$ cat src/rtl/uart_imem_loader_if.sv
// Byte-stream input and instruction-memory write bus of the UART image loader.
// LOADER_ECHO_EN adds the transmit echo channel and its overflow flag.
interface uart_imem_loader_if #(
  parameter int BUS_WIDTH  = 32,
  parameter int ADDR_WIDTH = 10
);
  logic                  i_rx_valid;
  logic [7:0]            i_rx_byte;
  logic                  o_imem_we;
  logic [ADDR_WIDTH-1:0] o_imem_addr;
  logic [BUS_WIDTH-1:0]  o_imem_wdata;
  logic                  o_cpu_hold;
  logic                  o_load_done;
  logic                  o_load_err;
  logic [15:0]           o_word_count;
`ifdef LOADER_ECHO_EN
  logic                  i_tx_ready;
  logic                  o_tx_valid;
  logic [7:0]            o_tx_byte;
  logic                  o_echo_ovf;

  modport slave (
    input  i_rx_valid, i_rx_byte, i_tx_ready,
    output o_imem_we, o_imem_addr, o_imem_wdata, o_cpu_hold, o_load_done,
           o_load_err, o_word_count, o_tx_valid, o_tx_byte, o_echo_ovf
  );
  modport master (
    output i_rx_valid, i_rx_byte, i_tx_ready,
    input  o_imem_we, o_imem_addr, o_imem_wdata, o_cpu_hold, o_load_done,
           o_load_err, o_word_count, o_tx_valid, o_tx_byte, o_echo_ovf
  );
`else
  modport slave (
    input  i_rx_valid, i_rx_byte,
    output o_imem_we, o_imem_addr, o_imem_wdata, o_cpu_hold, o_load_done,
           o_load_err, o_word_count
  );
  modport master (
    output i_rx_valid, i_rx_byte,
    input  o_imem_we, o_imem_addr, o_imem_wdata, o_cpu_hold, o_load_done,
           o_load_err, o_word_count
  );
`endif
endinterface

$ cat src/rtl/uart_imem_loader.sv
// Assembles a UART program-image frame (A5, LEN, LE words, XOR checksum) into imem writes
// and holds the CPU until a clean load. Optional echo channel: define LOADER_ECHO_EN.
//
// state  | meaning
// S_IDLE | waiting for sync byte 0xA5
// S_LEN0 | expecting low byte of word count
// S_LEN1 | expecting high byte of word count, range check
// S_DATA | collecting 4*N data bytes, writing each completed word
// S_CSUM | expecting XOR checksum byte
// S_DONE | one-cycle success state, load_done pulses
// S_ERR  | failed frame, sticky until the next 0xA5
module uart_imem_loader #(
  parameter int BUS_WIDTH      = 32,
  parameter int ADDR_WIDTH     = 10,
  parameter int TIMEOUT_CYCLES = 1000000,
  parameter int HOLD_AT_RESET  = 1
) (
  input logic             clk,
  input logic             rst,
  uart_imem_loader_if.slave bus
);
  localparam int              TMO_W     = $clog2(TIMEOUT_CYCLES + 1);
  localparam logic [TMO_W-1:0] TMO_LOAD = TMO_W'(TIMEOUT_CYCLES - 1);
  localparam logic [16:0]     MAX_WORDS = 17'(1 << ADDR_WIDTH);

  typedef enum logic [2:0] {S_IDLE, S_LEN0, S_LEN1, S_DATA, S_CSUM, S_DONE, S_ERR} state_t;

  state_t                r_state;
  logic [TMO_W-1:0]      r_tmo;
  logic [7:0]            r_len_lo;
  logic [15:0]           r_len;
  logic [1:0]            r_idx;
  logic [23:0]           r_word;
  logic [7:0]            r_csum;
  logic [ADDR_WIDTH-1:0] r_addr;
  logic                  r_imem_we;
  logic [ADDR_WIDTH-1:0] r_imem_addr;
  logic [BUS_WIDTH-1:0]  r_imem_wdata;
  logic                  r_cpu_hold;
  logic                  r_load_done;
  logic                  r_load_err;
  logic [15:0]           r_word_count;

  logic        w_rx_valid;
  logic [7:0]  w_byte;
  logic        w_start;
  logic [15:0] w_len;
  logic        w_len_big;
  logic        w_last_word;

  assign w_rx_valid  = bus.i_rx_valid;
  assign w_byte      = bus.i_rx_byte;
  assign w_start     = w_rx_valid && (w_byte == 8'hA5);
  assign w_len       = {w_byte, r_len_lo};
  assign w_len_big   = {1'b0, w_len} > MAX_WORDS;
  assign w_last_word = 16'(r_word_count + 16'd1) == r_len;

  always_ff @(posedge clk) begin
    if (rst) begin
      r_state      <= S_IDLE;
      r_tmo        <= TMO_LOAD;
      r_len_lo     <= 8'h00;
      r_len        <= 16'h0000;
      r_idx        <= 2'd0;
      r_word       <= 24'h000000;
      r_csum       <= 8'h00;
      r_addr       <= '0;
      r_imem_we    <= 1'b0;
      r_imem_addr  <= '0;
      r_imem_wdata <= '0;
      r_cpu_hold   <= (HOLD_AT_RESET != 0);
      r_load_done  <= 1'b0;
      r_load_err   <= 1'b0;
      r_word_count <= 16'h0000;
    end else begin
      r_imem_we   <= 1'b0;
      r_load_done <= 1'b0;
      case (r_state)
        S_IDLE, S_DONE, S_ERR: begin
          // a byte landing in DONE is handled exactly as in IDLE
          if (r_state == S_DONE) r_state <= S_IDLE;
          if (w_start) begin
            r_state      <= S_LEN0;
            r_tmo        <= TMO_LOAD;
            r_load_err   <= 1'b0;
            r_word_count <= 16'h0000;
            r_csum       <= 8'h00;
            r_idx        <= 2'd0;
            r_addr       <= '0;
            r_imem_addr  <= '0;
            r_cpu_hold   <= 1'b1;
          end
        end
        default: begin
          if (w_rx_valid) begin
            r_tmo <= TMO_LOAD;
            case (r_state)
              S_LEN0: begin
                r_len_lo <= w_byte;
                r_state  <= S_LEN1;
              end
              S_LEN1: begin
                r_len <= w_len;
                if (w_len_big) begin
                  r_state    <= S_ERR;
                  r_load_err <= 1'b1;
                end else if (w_len == 16'd0) begin
                  r_state <= S_CSUM;
                end else begin
                  r_state <= S_DATA;
                end
              end
              S_DATA: begin
                r_csum <= r_csum ^ w_byte;
                r_idx  <= r_idx + 2'd1;
                case (r_idx)
                  2'd0: r_word[7:0]   <= w_byte;
                  2'd1: r_word[15:8]  <= w_byte;
                  2'd2: r_word[23:16] <= w_byte;
                  default: begin
                    r_imem_we    <= 1'b1;
                    r_imem_addr  <= r_addr;
                    r_imem_wdata <= {w_byte, r_word};
                    r_addr       <= r_addr + ADDR_WIDTH'(1);
                    r_word_count <= r_word_count + 16'd1;
                    if (w_last_word) r_state <= S_CSUM;
                  end
                endcase
              end
              S_CSUM: begin
                if (w_byte == r_csum) begin
                  r_state     <= S_DONE;
                  r_load_done <= 1'b1;
                  r_cpu_hold  <= 1'b0;
                end else begin
                  r_state    <= S_ERR;
                  r_load_err <= 1'b1;
                end
              end
              default: ;
            endcase
          end else if (r_tmo == '0) begin
            r_state    <= S_ERR;
            r_load_err <= 1'b1;
          end else begin
            r_tmo <= r_tmo - TMO_W'(1);
          end
        end
      endcase
    end
  end

  assign bus.o_imem_we    = r_imem_we;
  assign bus.o_imem_addr  = r_imem_addr;
  assign bus.o_imem_wdata = r_imem_wdata;
  assign bus.o_cpu_hold   = r_cpu_hold;
  assign bus.o_load_done  = r_load_done;
  assign bus.o_load_err   = r_load_err;
  assign bus.o_word_count = r_word_count;

`ifdef LOADER_ECHO_EN
  logic       r_tx_valid;
  logic [7:0] r_tx_byte;
  logic       r_echo_ovf;
  logic       r_was_err;
  logic       w_notify;
  logic       w_busy;
  logic [7:0] w_code;

  // ACK/NAK is queued in the first cycle of DONE/ERR, after the checksum byte's own echo
  assign w_notify = (r_state == S_DONE) || ((r_state == S_ERR) && !r_was_err);
  assign w_code   = (r_state == S_DONE) ? 8'h06 : 8'h15;
  assign w_busy   = r_tx_valid && !bus.i_tx_ready;

  always_ff @(posedge clk) begin
    if (rst) begin
      r_tx_valid <= 1'b0;
      r_tx_byte  <= 8'h00;
      r_echo_ovf <= 1'b0;
      r_was_err  <= 1'b0;
    end else begin
      r_was_err <= (r_state == S_ERR);
      if (w_rx_valid || w_notify) begin
        r_tx_valid <= 1'b1;
        r_tx_byte  <= w_rx_valid ? w_byte : w_code;
        if (w_busy || (w_rx_valid && w_notify)) r_echo_ovf <= 1'b1;
      end else if (bus.i_tx_ready) begin
        r_tx_valid <= 1'b0;
      end
    end
  end

  assign bus.o_tx_valid = r_tx_valid;
  assign bus.o_tx_byte  = r_tx_byte;
  assign bus.o_echo_ovf = r_echo_ovf;
`endif
endmodule

$ cat src/flat_wrapper.sv
// flat-port wrapper written by rule: the top's interface ports become plain ports
module uart_imem_loader_flat 
#(
  parameter int BUS_WIDTH      = 32,
  parameter int ADDR_WIDTH     = 10,
  parameter int TIMEOUT_CYCLES = 1000000,
  parameter int HOLD_AT_RESET  = 1
)
  (clk, rst, bus_i_rx_valid, bus_i_rx_byte, bus_o_imem_we, bus_o_imem_addr, bus_o_imem_wdata, bus_o_cpu_hold, bus_o_load_done, bus_o_load_err, bus_o_word_count);
  uart_imem_loader_if #(.BUS_WIDTH(BUS_WIDTH), .ADDR_WIDTH(ADDR_WIDTH)) bus_i ();
  input logic clk;
  input logic rst;
  input wire logic [$bits(bus_i.i_rx_valid)-1:0] bus_i_rx_valid;
  input wire logic [$bits(bus_i.i_rx_byte)-1:0] bus_i_rx_byte;
  output wire logic [$bits(bus_i.o_imem_we)-1:0] bus_o_imem_we;
  output wire logic [$bits(bus_i.o_imem_addr)-1:0] bus_o_imem_addr;
  output wire logic [$bits(bus_i.o_imem_wdata)-1:0] bus_o_imem_wdata;
  output wire logic [$bits(bus_i.o_cpu_hold)-1:0] bus_o_cpu_hold;
  output wire logic [$bits(bus_i.o_load_done)-1:0] bus_o_load_done;
  output wire logic [$bits(bus_i.o_load_err)-1:0] bus_o_load_err;
  output wire logic [$bits(bus_i.o_word_count)-1:0] bus_o_word_count;
  assign bus_i.i_rx_valid = bus_i_rx_valid;
  assign bus_i.i_rx_byte = bus_i_rx_byte;
  assign bus_o_imem_we = bus_i.o_imem_we;
  assign bus_o_imem_addr = bus_i.o_imem_addr;
  assign bus_o_imem_wdata = bus_i.o_imem_wdata;
  assign bus_o_cpu_hold = bus_i.o_cpu_hold;
  assign bus_o_load_done = bus_i.o_load_done;
  assign bus_o_load_err = bus_i.o_load_err;
  assign bus_o_word_count = bus_i.o_word_count;
  uart_imem_loader #(.BUS_WIDTH(BUS_WIDTH), .ADDR_WIDTH(ADDR_WIDTH), .TIMEOUT_CYCLES(TIMEOUT_CYCLES), .HOLD_AT_RESET(HOLD_AT_RESET)) u_core (.clk(clk), .rst(rst), .bus(bus_i));
endmodule
$ cat config.mk
export PLATFORM = sky130hd
export DESIGN_NAME = uart_imem_loader_flat
export DESIGN_NICKNAME = d
export VERILOG_FILES = /design/src/rtl/uart_imem_loader_if.sv /design/src/rtl/uart_imem_loader.sv /design/src/flat_wrapper.sv
export SDC_FILE = /design/constraint.sdc
export NUM_CORES = 1
export LEC_CHECK = 0
export ABC_AREA = 1
export BUFFER_PORTS_ARGS = -buffer_cell sky130_fd_sc_hd__buf_2
export CORE_MARGIN = 2
export CORE_UTILIZATION = 30
export DETAILED_ROUTE_END_ITERATION = 12
export HOLD_SLACK_MARGIN = 0.12
export PLACE_DENSITY = 0.52
export SETUP_SLACK_MARGIN = 0.3
export SLEW_MARGIN = 10
export SYNTH_ARGS = -nofsm -noshare
export SYNTH_HDL_FRONTEND = slang
export SYNTH_SLANG_ARGS = --single-unit
$ cat constraint.sdc
create_clock -name clk -period 2.64 [get_ports clk]
set_clock_uncertainty 0.05 [all_clocks]
set_input_delay 0.396 -clock clk [delete_from_list [all_inputs] [get_ports clk]]
set_output_delay 0.396 -clock clk [all_outputs]
set_load 0.01 [all_outputs]
==> metrics.txt, run 1 <==
status complete, no violations; Yosys top cell by area dfxtp_1; routed len/inst 14.0 um; most common cell after layout, fill and taps aside nand2_1; CP Data Required Time 2.90 ns; Post-synth EDFFs 0; Final Max Slew Viols 0; top cells by area, synth dfxtp_1 (45%), a21oi_1 (8.6%), nand2_1 (8.6%); Placeable Area 22600 sq um; post-synthesis xor/xnor area fraction 2.39%; Final #Nets 1042; Power Dens Cells 871 nW/um^2; ys async rst share 0%; CTS H-tree lvls 4; Setup Fix Bufs, Post-CTS 0; Synth top area share 44.6%; fraction of the mapped netlist area in compound gates 19.1%; flops & latches, synth 153; fin worst setup slack 0.481 ns; Via density 4.68; cts hold-fix bufs 0; clk root buf clkbuf_16; I/O Buffers 72; critical path endpoint category flip-flop; die height 155 um; Overflow after GRT 0; fillers 2414; Post-Synth Adder-Cell Area 1.57%; GRT Util Overall 15.8%; commonest cells after routing, fill and taps aside nand2_1 (156), nor2_1 (150), dfxtp_1 (147), a21oi_1 (118), o21ai_0 (103); simple-gate portion of the synthesized area 25.4%; final cycle utilization of the critical path 81.8%; First-pass DRT Iterations 4; antenna violations before repair 0; 1st-iter DRT viols 381; GPL Wtd Cong 0.832; vias in the first global route 5698; Fin Hold WS 0.243 ns; max_cap viols 0; fmax 0.463 GHz; element type at the critical path start flip-flop; worst hold path type input port to flip-flop; Hold Crit Start bus_i_rx_byte[7]; Seq/Total Area, Yosys 44.6%; Die ar. 24100 sq um; final wirelength 18500 um; pre-CTS WS 0.336 ns; setup violators final 0; Max clock buf depth 2; via count 6184; setup TNS 0 ns; worst reg2reg endpoint u_core.r_state[1]; R2R depth 13; static leakage 3.57 nW; Std-Cell Rows 55; max-slew headroom at the worst pin 67.5%; Worst R2R Setup Slack 0.48 ns; Final Core Density 36.4%; largest family of logic cells by synthesized area simple AND/OR/NAND/NOR gates; RSZ-0062 raised after global routing no; CTS Sinks 153; total power 7.16 mW; Syn Nets 972; Synth cell types 44; global-route wire length before repair 30500 um; IR drop worst, VDD 0.433 mV; Hold Path End u_core.r_len[15]; Gate Count Post-Synth 953; measured slew at the worst slew-check pin 0.487 ns; DRC viols 0; post-route cell area 8220 sq um; mux contribution to synthesized area 0%; reg2reg start u_core.bus.o_word_count[2]; share of cells above drive strength 1 15.6%; Ys Warns 0; antenna viol nets, final 0; CP max FO 6; clk slew on worst S/H paths 0.07 ns; CP Class flip-flop to flip-flop; Layout Cells excl Fill 1321; Die X-Extent 155 um; Area after DPL 7560 sq um; Ports 73; Worst-Skew Late Latency 0.43 ns; synthesized area per cell 7.20 sq um; final hold violations 0; largest net degree at the start of global routing 90; TritonCTS clock tree done; DP Cell Count 1289; Hold Crit Depth 3; Synth-to-Final Area Change 19.7%; Worst Path Arrival 2.42 ns; dpl hpwl 12800 um; Initial Util 30.4%; CTS Buf Count 17; prevailing post-synth register cell dfxtp_1; antenna fix cells 0; Final min period 2.16 ns; Cell Area, Synth 6870 sq um
==> power breakdown <==
part	switching (mW)	internal (mW)	total (mW)	leakage (nW)
logic	1.27	0.651	1.92	2.03
registers	0.199	2.54	2.74	1.24
clock network	1.21	1.29	2.50	0.295
total	2.68	4.48	7.16	3.57
==> worst max-delay path by stage <==
stage,start,to,slack [ns],cells after the start
floorplan,u_core.bus.o_word_count[0],u_core.r_state[1],0.62,14
global placement,u_core.bus.o_word_count[1],u_core.r_state[2],0.40,16
detailed placement,u_core.bus.o_word_count[1],u_core.r_state[1],0.34,14
CTS,u_core.bus.o_word_count[0],u_core.r_state[1],0.32,14
global route,u_core.bus.o_word_count[0],u_core.r_state[1],0.30,14
finish,u_core.bus.o_word_count[2],u_core.r_state[1],0.48,13
==> metal layers <==
metal  track usage, %  routed length (um)  vias up
met5                0                   0        -
met4             3.49                 144        0
met3             3.65                 901       11
met2             24.2                7910      133
met1             22.6                9570     2752
li1                 -                   -     3288
==> area by class of cell <==
| type | instances | area (sq um) | area share, % |
|---|---|---|---|
| Sequential cell | 153 | 3070 | 37.4 |
| Clock inverter | 15 | 195 | 2.38 |
| Multi-Input combinational cell | 679 | 3360 | 40.9 |
| Inverter | 87 | 334 | 4.07 |
| Tap cell | 285 | 357 | 4.34 |
| Clock buffer | 17 | 425 | 5.18 |
| Timing Repair Buffer | 85 | 470 | 5.73 |
==> flip-flops by register name, summed over array words and instances, names as in the netlist <==
signal	count
u_core.r_tmo	20
u_core.bus.o_word_count	16
u_core.r_len	16
u_core.r_addr	10
u_core.r_state	3
u_core.r_len_lo	8
u_core.r_csum	8
u_core.r_idx	2
u_core.r_word	24
u_core.bus.o_imem_we	1
u_core.bus.o_imem_wdata	32
u_core.bus.o_load_err	1
u_core.bus.o_imem_addr	10
u_core.bus.o_cpu_hold	1
u_core.bus.o_load_done	1
==> synthesized netlist by cell type (all sizes together) (8+ instances only) <==
cell type,n
inv,87
dfxtp,153
xnor2,8
nand2,161
buf,15
clkbuf,19
nand3,46
o21ai,109
xor2,8
a21oi,118
nor3,18
nor2,164
==> worst max-delay path, cell delays in order, from the launching register on <==
cell     delay (ns)
dfxtp_1        0.42
nand3_1        0.25
nor2_1         0.31
nand3_1        0.14
nand2_1        0.10
nand3_1        0.06
nand2_1        0.11
nand3_1        0.08
nor2_1         0.12
nand3_2        0.11
nand2_1        0.14
nand2_1        0.06
nand2_1        0.05
nor2_1         0.04
==> cell families after synthesis <==
family          Yosys count
fa+ha+maj                 8
simple gates            406
buf+inv                 121
xor+xnor                 17
flops                   153
compound gates          248
==> what timing repair did <==
item	CTS	global route
endpoints found under the hold margin	0	0
endpoints found under the setup margin	0	51
resized for setup	0	16
(Power assumes the default switching activity.)
==> run 2: changes to the inputs <==
--- a/config.mk
+++ b/config.mk
@@ -5,13 +5,13 @@
 export SDC_FILE = /design/constraint.sdc
 export NUM_CORES = 1
 export LEC_CHECK = 0
-export ABC_AREA = 1
+export ABC_AREA = 0
 export BUFFER_PORTS_ARGS = -buffer_cell sky130_fd_sc_hd__buf_2
 export CORE_MARGIN = 2
 export CORE_UTILIZATION = 30
 export DETAILED_ROUTE_END_ITERATION = 12
 export HOLD_SLACK_MARGIN = 0.12
-export PLACE_DENSITY = 0.52
+export PLACE_DENSITY = 0.54
 export SETUP_SLACK_MARGIN = 0.3
 export SLEW_MARGIN = 10
 export SYNTH_ARGS = -nofsm -noshare
==> constraint.sdc (replaced) <==
create_clock -name clk -period 1.7 [get_ports clk]
set_clock_uncertainty 0.05 [all_clocks]
set_input_delay 0.255 -clock clk [delete_from_list [all_inputs] [get_ports clk]]
set_output_delay 0.255 -clock clk [all_outputs]
set_load 0.01 [all_outputs]
==> run 2 against run 1 <==
Effect of this change: the run now ends with negative setup slack left; non-clock buffer count increased by 223; sequential share of layout area decreased by 11 points; design area increased by 44%; count of clock-buffer cells in the layout unchanged; maximum frequency decreased by 9.2%; flip-flop and latch count unchanged; die area increased by 1.6%; total power increased by 22%.
==> metrics.txt, run 2 <==
Std-Cell Rows 55 (unchanged); Max clock buf depth 2 (unchanged); Post-Synth Adder-Cell Area 1.54% (was 1.57%); clk slew on worst S/H paths 0.07 ns (about the same); via count 7349 (was 6184); final hold violations 0 (unchanged); ys async rst share 0% (unchanged); Area after DPL 9140 sq um (was 7560 sq um); TritonCTS clock tree done (unchanged); Post-synth EDFFs 0 (unchanged); Synth-to-Final Area Change 69.8% (was 19.7%); prevailing post-synth register cell dfxtp_1 (unchanged); fmax 0.421 GHz (was 0.463 GHz); cts hold-fix bufs 0 (unchanged); Worst Path Arrival 2.65 ns (was 2.42 ns); Worst-Skew Late Latency 0.43 ns (about the same); reg2reg start u_core.r_state[1] (was u_core.bus.o_word_count[2]); 1st-iter DRT viols 349 (was 381); Seq/Total Area, Yosys 43.9% (was 44.6%); DRC viols 0 (unchanged); Gate Count Post-Synth 894 (was 953); Final #Nets 1179 (was 1042); critical path endpoint category flip-flop (unchanged); global-route wire length before repair 36100 um (was 30500 um); die height 157 um (was 155 um); post-route cell area 11900 sq um (was 8220 sq um); dpl hpwl 14500 um (was 12800 um); antenna violations before repair 0 (unchanged); Final min period 2.38 ns (was 2.16 ns); worst reg2reg endpoint u_core.r_tmo[17] (was u_core.r_state[1]); number of flip-flops in the largest register 32 (unchanged); most common cell after layout, fill and taps aside buf_4 (was nand2_1); GRT Util Overall 18.6% (was 15.8%); Synth cell types 54 (was 44); fin worst setup slack -0.677 ns (was 0.481 ns); Initial Util 30.7% (was 30.4%); Placeable Area 22700 sq um (was 22600 sq um); worst path cell trace xor2_4 -> a211oi_2 -> a32o_2 -> or4b_4 -> or4_4 -> xor2_2 -> nand2_1 (was nand3_1 -> nor2_1 -> nand3_1 -> nand2_1 -> nand3_1 -> nand2_1 -> nand3_1 -> nor2_1 -> nand3_2 -> nand2_1 -> nand2_1 -> nand2_1 -> nor2_1); Worst R2R Setup Slack -0.68 ns (was 0.48 ns); I/O Buffers 72 (unchanged); status finished with violations (was complete, no violations); top cells by area, synth dfxtp_1 (44%), nand2_1 (9.9%), a21oi_1 (9.0%) (was dfxtp_1 (45%), a21oi_1 (8.6%), nand2_1 (8.6%)); CTS H-tree lvls 4 (unchanged); mux contribution to synthesized area 1.43% (was 0%); Die ar. 24500 sq um (was 24100 sq um); CTS Sinks 153 (unchanged); Seq. cell area 3120 sq um (was 3070 sq um); R2R depth 7 (was 13); largest net degree at the start of global routing 67 (was 90); most frequent cell after synthesis nand2_1 (unchanged); share of cells above drive strength 1 52.7% (was 15.6%); synthesized area per cell 7.81 sq um (was 7.20 sq um); CP max FO 4 (was 6); Ys Warns 0 (unchanged); static leakage 4.62 nW (was 3.57 nW); Ports 73 (unchanged); setup violators final 144 (was 0); commonest cells in the netlist nand2_1 (185), dfxtp_1 (153), a21oi_1 (126) (was nand2_1 (157), nor2_1 (154), dfxtp_1 (153)); commonest cells after routing, fill and taps aside buf_4 (157), dfxtp_1 (126), nand2_1 (99), buf_2 (70), a21oi_1 (67) (was nand2_1 (156), nor2_1 (150), dfxtp_1 (147), a21oi_1 (118), o21ai_0 (103)); fillers 2060 (was 2414); Via density 5.04 (was 4.68); Overflow after GRT 0 (unchanged); DP Cell Count 1367 (was 1289); post-synthesis xor/xnor area fraction 6.38% (was 2.39%); Syn Nets 913 (was 972); clk root buf clkbuf_16 (unchanged); Layout Cells excl Fill 1458 (was 1321); Buf/Inv on CP 0 (unchanged); Synth top area share 43.9% (was 44.6%); antenna viol nets, final 0 (unchanged); worst hold path type input port to flip-flop (unchanged); Yosys top cell by area dfxtp_1 (unchanged); Crit path max-delay family simple AND/OR/NAND/NOR gates (unchanged); max-slew headroom at the worst pin 70.2% (was 67.5%); RSZ-0062 raised after global routing yes (was no); routed len/inst 16.2 um (was 14.0 um); Crit-path slowest cell or4b_4 (was dfxtp_1); vias in the first global route 7075 (was 5698); Power Dens Cells 739 nW/um^2 (was 871 nW/um^2); antenna fix cells 0 (unchanged); fraction of the mapped netlist area in compound gates 15.5% (was 19.1%); failing checks negative setup slack; area of the multi-input gates 5010 sq um (was 3360 sq um); Worst Setup EP u_core.r_tmo[17] (was u_core.r_state[1]); CP Depth 7 (was 13); First-pass DRT Iterations 4 (unchanged); IR drop worst, VDD 0.678 mV (was 0.433 mV); final cycle utilization of the critical path 140% (was 81.8%); max_cap viols 0 (unchanged); CTS Buf Count 17 (unchanged); CP Data Required Time 1.97 ns (was 2.90 ns); total power 8.76 mW (was 7.16 mW); flops & latches, synth 153 (unchanged); final wirelength 23700 um (was 18500 um); CP Class flip-flop to flip-flop (unchanged); crit-path max cell delay 0.49 ns (was 0.42 ns); simple-gate portion of the synthesized area 27.3% (was 25.4%); pre-CTS WS -0.850 ns (was 0.336 ns); Die X-Extent 157 um (was 155 um); GPL Wtd Cong 0.820 (was 0.832); Cell Area, Synth 6980 sq um (was 6870 sq um); element type at the critical path start flip-flop (unchanged); measured slew at the worst slew-check pin 0.443 ns (was 0.487 ns); largest family of logic cells by synthesized area simple AND/OR/NAND/NOR gates (unchanged); Final Max Slew Viols 0 (unchanged); critical path launch point u_core.r_state[1] (was u_core.bus.o_word_count[2])
[run 2: layer usage]
| metal | wire length (um) | GRT usage (%) | up-vias |
|---|---|---|---|
| met5 | 0 | 0 | - |
| li1 | - | - | 3646 |
| met2 | 11500 | 30.8 | 140 |
| met3 | 902 | 3.71 | 30 |
| met1 | 10900 | 24.8 | 3533 |
| met4 | 359 | 4.67 | 0 |
[run 2: final cells by class]
| cell class | count | area share, % |
|---|---|---|
| Inverter | 13 | 0.454 |
| Timing Repair Buffer | 308 | 22.9 |
| Multi-Input combinational cell | 667 | 42.3 |
| Clock inverter | 15 | 1.38 |
| Sequential cell | 153 | 26.4 |
| Tap cell | 285 | 3.01 |
| Clock buffer | 17 | 3.59 |
[run 2: what timing repair did]
action	4_1_cts	5_1_grt
buffers inserted	30	18
pin swaps	83	66
resized for setup	201	209
gates cloned	8	3
endpoints found under the setup margin	159	164
[run 2: cells by family (layout without fill, tap and decap cells)]
family          Yosys count  in the layout
mux                      10             10
flops                   153            153
simple gates            405            405
xor+xnor                 50             50
fa+ha+maj                 8              8
compound gates          194            194
buf+inv                  74            353
[run 2: worst min path at each step]
stage | slack [ns] | start | end | cells after the start
2_1_floorplan | 0.38 | u_core.r_word[0] | u_core.bus.o_imem_wdata[0] | 2
3_3_place_gp | 0.39 | u_core.bus.o_imem_wdata[17] | u_core.bus.o_imem_wdata[17] | 2
3_5_place_dp | 0.39 | u_core.bus.o_imem_wdata[10] | u_core.bus.o_imem_wdata[10] | 2
4_1_cts | 0.15 | rst | u_core.bus.o_word_count[3] | 2
5_1_grt | 0.19 | rst | u_core.bus.o_word_count[15] | 2
6_report | 0.17 | rst | u_core.bus.o_word_count[14] | 2
[run 2: metrics by stage]
stage,setup TNS [ns],util [%],hold WS [ns]
after CTS,-28.29,47.7,0.153
after floorplan,-20.13,-,0.382
final,-39.49,52.2,0.174
after detailed placement,-30.12,40.2,0.395
after global routing,-48.69,52.2,0.192
after global placement,-30.06,40.2,0.390
[run 2: where the power goes]
| group | internal [mW] | total, mW | switching (mW) |
|---|---|---|---|
| clock network | 2.08 | 3.82 | 1.75 |
| registers | 3.60 | 3.64 | 0.0359 |
| logic | 0.600 | 1.30 | 0.698 |
==> run 3: changes to the inputs <==
--- a/config.mk
+++ b/config.mk
@@ -5,7 +5,7 @@
 export SDC_FILE = /design/constraint.sdc
 export NUM_CORES = 1
 export LEC_CHECK = 0
-export ABC_AREA = 0
+export ABC_AREA = 1
 export BUFFER_PORTS_ARGS = -buffer_cell sky130_fd_sc_hd__buf_2
 export CORE_MARGIN = 2
 export CORE_UTILIZATION = 30
==> run 3 against run 2 <==
Effect of this change: the run still ends with negative setup slack left; count of clock-buffer cells in the layout increased by 2; worst setup slack improved by 0.39 ns; sequential share of layout area increased by 1.3 points; cell count increased by 5.6%; combinational power increased to 4.8 times the previous value; via count decreased by 0.91%; first-iteration DRC count increased by 20%; non-clock buffer count decreased by 9; hold slack improved by 0.044 ns; critical endpoint is now u_core.r_tmo[12]; largest cell class unchanged.
==> metrics.txt, run 3 (synthesis results as in run 1) <==
crit-path max cell delay 0.39 ns (was 0.49 ns); Std-Cell Rows 55 (unchanged); status finished with violations (unchanged); DP Cell Count 1422 (was 1367); Ports 73 (unchanged); most common cell after layout, fill and taps aside buf_4 (unchanged); max-slew headroom at the worst pin 70.0% (was 70.2%); worst path cell trace nor2_4 -> nand2_2 -> nand3_4 -> inv_6 -> nand2_4 -> buf_6 -> buf_6 -> nand2_8 -> nand2_8 -> buf_12 -> nand2_4 -> nor2_4 -> and3_4 -> nor3_2 (was xor2_4 -> a211oi_2 -> a32o_2 -> or4b_4 -> or4_4 -> xor2_2 -> nand2_1); dpl hpwl 13900 um (was 14500 um); Worst Path Arrival 2.26 ns (was 2.65 ns); fillers 2082 (was 2060); failing checks negative setup slack (unchanged); Final Max Slew Viols 0 (unchanged); Synth-to-Final Area Change 63.5% (was 69.8%); Placeable Area 22600 sq um (was 22700 sq um); Seq. cell area 3100 sq um (was 3120 sq um); static leakage 4.92 nW (was 4.62 nW); CP Class flip-flop to flip-flop (unchanged); routed len/inst 14.8 um (was 16.2 um); area of the multi-input gates 4150 sq um (was 5010 sq um); fin worst setup slack -0.288 ns (was -0.677 ns); die height 155 um (was 157 um); Initial Util 30.4% (was 30.7%); commonest cells after routing, fill and taps aside buf_4 (148), dfxtp_1 (136), nand2_1 (128), nor2_1 (111), a21oi_1 (85) (was buf_4 (157), dfxtp_1 (126), nand2_1 (99), buf_2 (70), a21oi_1 (67)); antenna violations before repair 0 (unchanged); Max clock buf depth 2 (unchanged); final hold violations 0 (unchanged); Die X-Extent 155 um (was 157 um); measured slew at the worst slew-check pin 0.446 ns (was 0.443 ns); max_cap viols 0 (unchanged); Final #Nets 1260 (was 1179); final wirelength 22800 um (was 23700 um); via count 7282 (was 7349); element type at the critical path start flip-flop (unchanged); IR drop worst, VDD 0.669 mV (was 0.678 mV); Crit-path slowest cell dfxtp_4 (was or4b_4); CTS Sinks 153 (unchanged); global-route wire length before repair 33700 um (was 36100 um); final cycle utilization of the critical path 117% (was 140%); DRC viols 0 (unchanged); critical path endpoint category flip-flop (unchanged); Buf/Inv on CP 4 (was 0); I/O Buffers 72 (unchanged); 1st-iter DRT viols 419 (was 349); Die ar. 24100 sq um (was 24500 sq um); clk slew on worst S/H paths 0.07 ns (about the same); setup violators final 88 (was 144); CTS Buf Count 17 (unchanged); fmax 0.503 GHz (was 0.421 GHz); antenna viol nets, final 0 (unchanged); Worst-Skew Late Latency 0.43 ns (about the same); largest net degree at the start of global routing 79 (was 67); vias in the first global route 6531 (was 7075); Layout Cells excl Fill 1539 (was 1458); Final min period 1.99 ns (was 2.38 ns); total power 14.3 mW (was 8.76 mW); CP Data Required Time 1.98 ns (was 1.97 ns); clk root buf clkbuf_16 (unchanged); CTS H-tree lvls 4 (unchanged); number of flip-flops in the largest register 32 (unchanged); Final Core Density 49.7% (was 52.2%); GRT Util Overall 17.6% (was 18.6%); TritonCTS clock tree done (unchanged); share of cells above drive strength 1 43.5% (was 52.7%); antenna fix cells 0 (unchanged); worst hold path type input port to flip-flop (unchanged); CP max FO 6 (was 4); RSZ-0062 raised after global routing yes (unchanged); Power Dens Cells 1280 nW/um^2 (was 739 nW/um^2); First-pass DRT Iterations 5 (was 4); cts hold-fix bufs 0 (unchanged); Crit path max-delay family simple AND/OR/NAND/NOR gates (unchanged); GPL Wtd Cong 0.819 (was 0.820); Overflow after GRT 0 (unchanged); Via density 4.73 (was 5.04)
==> run 3: cell count changes in the layout (fill, tap and decap cells not counted), moves of 17 or more <==
cell     delta
inv_2      +17
nor2_1     +55
nor2_2     +22
nor2_4     +21
inv_1      +50
nand2_4    -26
nand2_1    +29
a21oi_1    +18
o21ai_0    +68
a21oi_2    -23
nand2_2    -25
==> run 3: layout make-up <==
type / instances / area share (%)
Clock inverter: 13 / 1.30
Inverter: 87 / 3.37
Timing Repair Buffer: 299 / 23.5
Tap cell: 285 / 3.18
Multi-Input combinational cell: 681 / 37.0
Sequential cell: 153 / 27.6
Clock buffer: 19 / 3.95
Timing Repair inverter: 2 / 0.145
==> run 3: power by group <==
part           internal [mW]  total, mW  switching [mW]  leakage [nW]
combinational           3.04       6.21            3.17          3.38
sequential              3.96       4.27           0.305          1.25
clock                   2.13       3.86            1.72         0.294
total                   9.14       14.3            5.20          4.92
==> run 3: final timing paths <==
path              slack [ns]  cells after the start              start                 to
setup / recovery       -0.29                     14  u_core.r_state[1]   u_core.r_tmo[12]
hold / removal          0.22                      4   bus_i_rx_byte[3]  u_core.r_word[11]
setup reg to reg       -0.29                     14  u_core.r_state[1]   u_core.r_tmo[12]
hold reg to reg         0.42                      1   u_core.r_tmo[19]   u_core.r_tmo[19]
==> run 3: worst min-delay path, delay by kind of cell <==
family / cells / cell delay, ns
buffers and inverters: 3 / 0.28
AOI/OAI and AO/OA: 1 / 0.11
==> run 3: timing repair <==
item                                    in CTS  in global routing
gates resized for setup                    132                155
gates cloned                                 9                  4
endpoints found under the setup margin     145                156
hold endpoints to repair                     0                  0
setup buffers                               42                 30
pin swaps                                   45                 52
==> run 3: through the flow <==
step | hold WS (ns) | setup WS (ns) | cell area (sq um) | setup TNS, ns
2_1_floorplan | 0.353 | -0.0609 | 7130 | -0.315
3_3_place_gp | 0.410 | -0.413 | 8810 | -18.23
3_5_place_dp | 0.415 | -0.415 | 8810 | -18.63
4_1_cts | 0.215 | -0.196 | 10400 | -8.80
5_1_grt | 0.223 | -0.368 | 11200 | -25.25
6_report | 0.218 | -0.288 | 11200 | -14.82
==> run 3: routing by layer <==
| layer | vias up | track usage (%) | part of all wire, % |
|---|---|---|---|
| met5 | - | 0 | 0 |
| met4 | 0 | 4.67 | 1.7 |
| met3 | 30 | 3.29 | 3.9 |
| met2 | 163 | 27.4 | 45 |
| met1 | 3342 | 25.2 | 49 |
| li1 | 3747 | - | - |
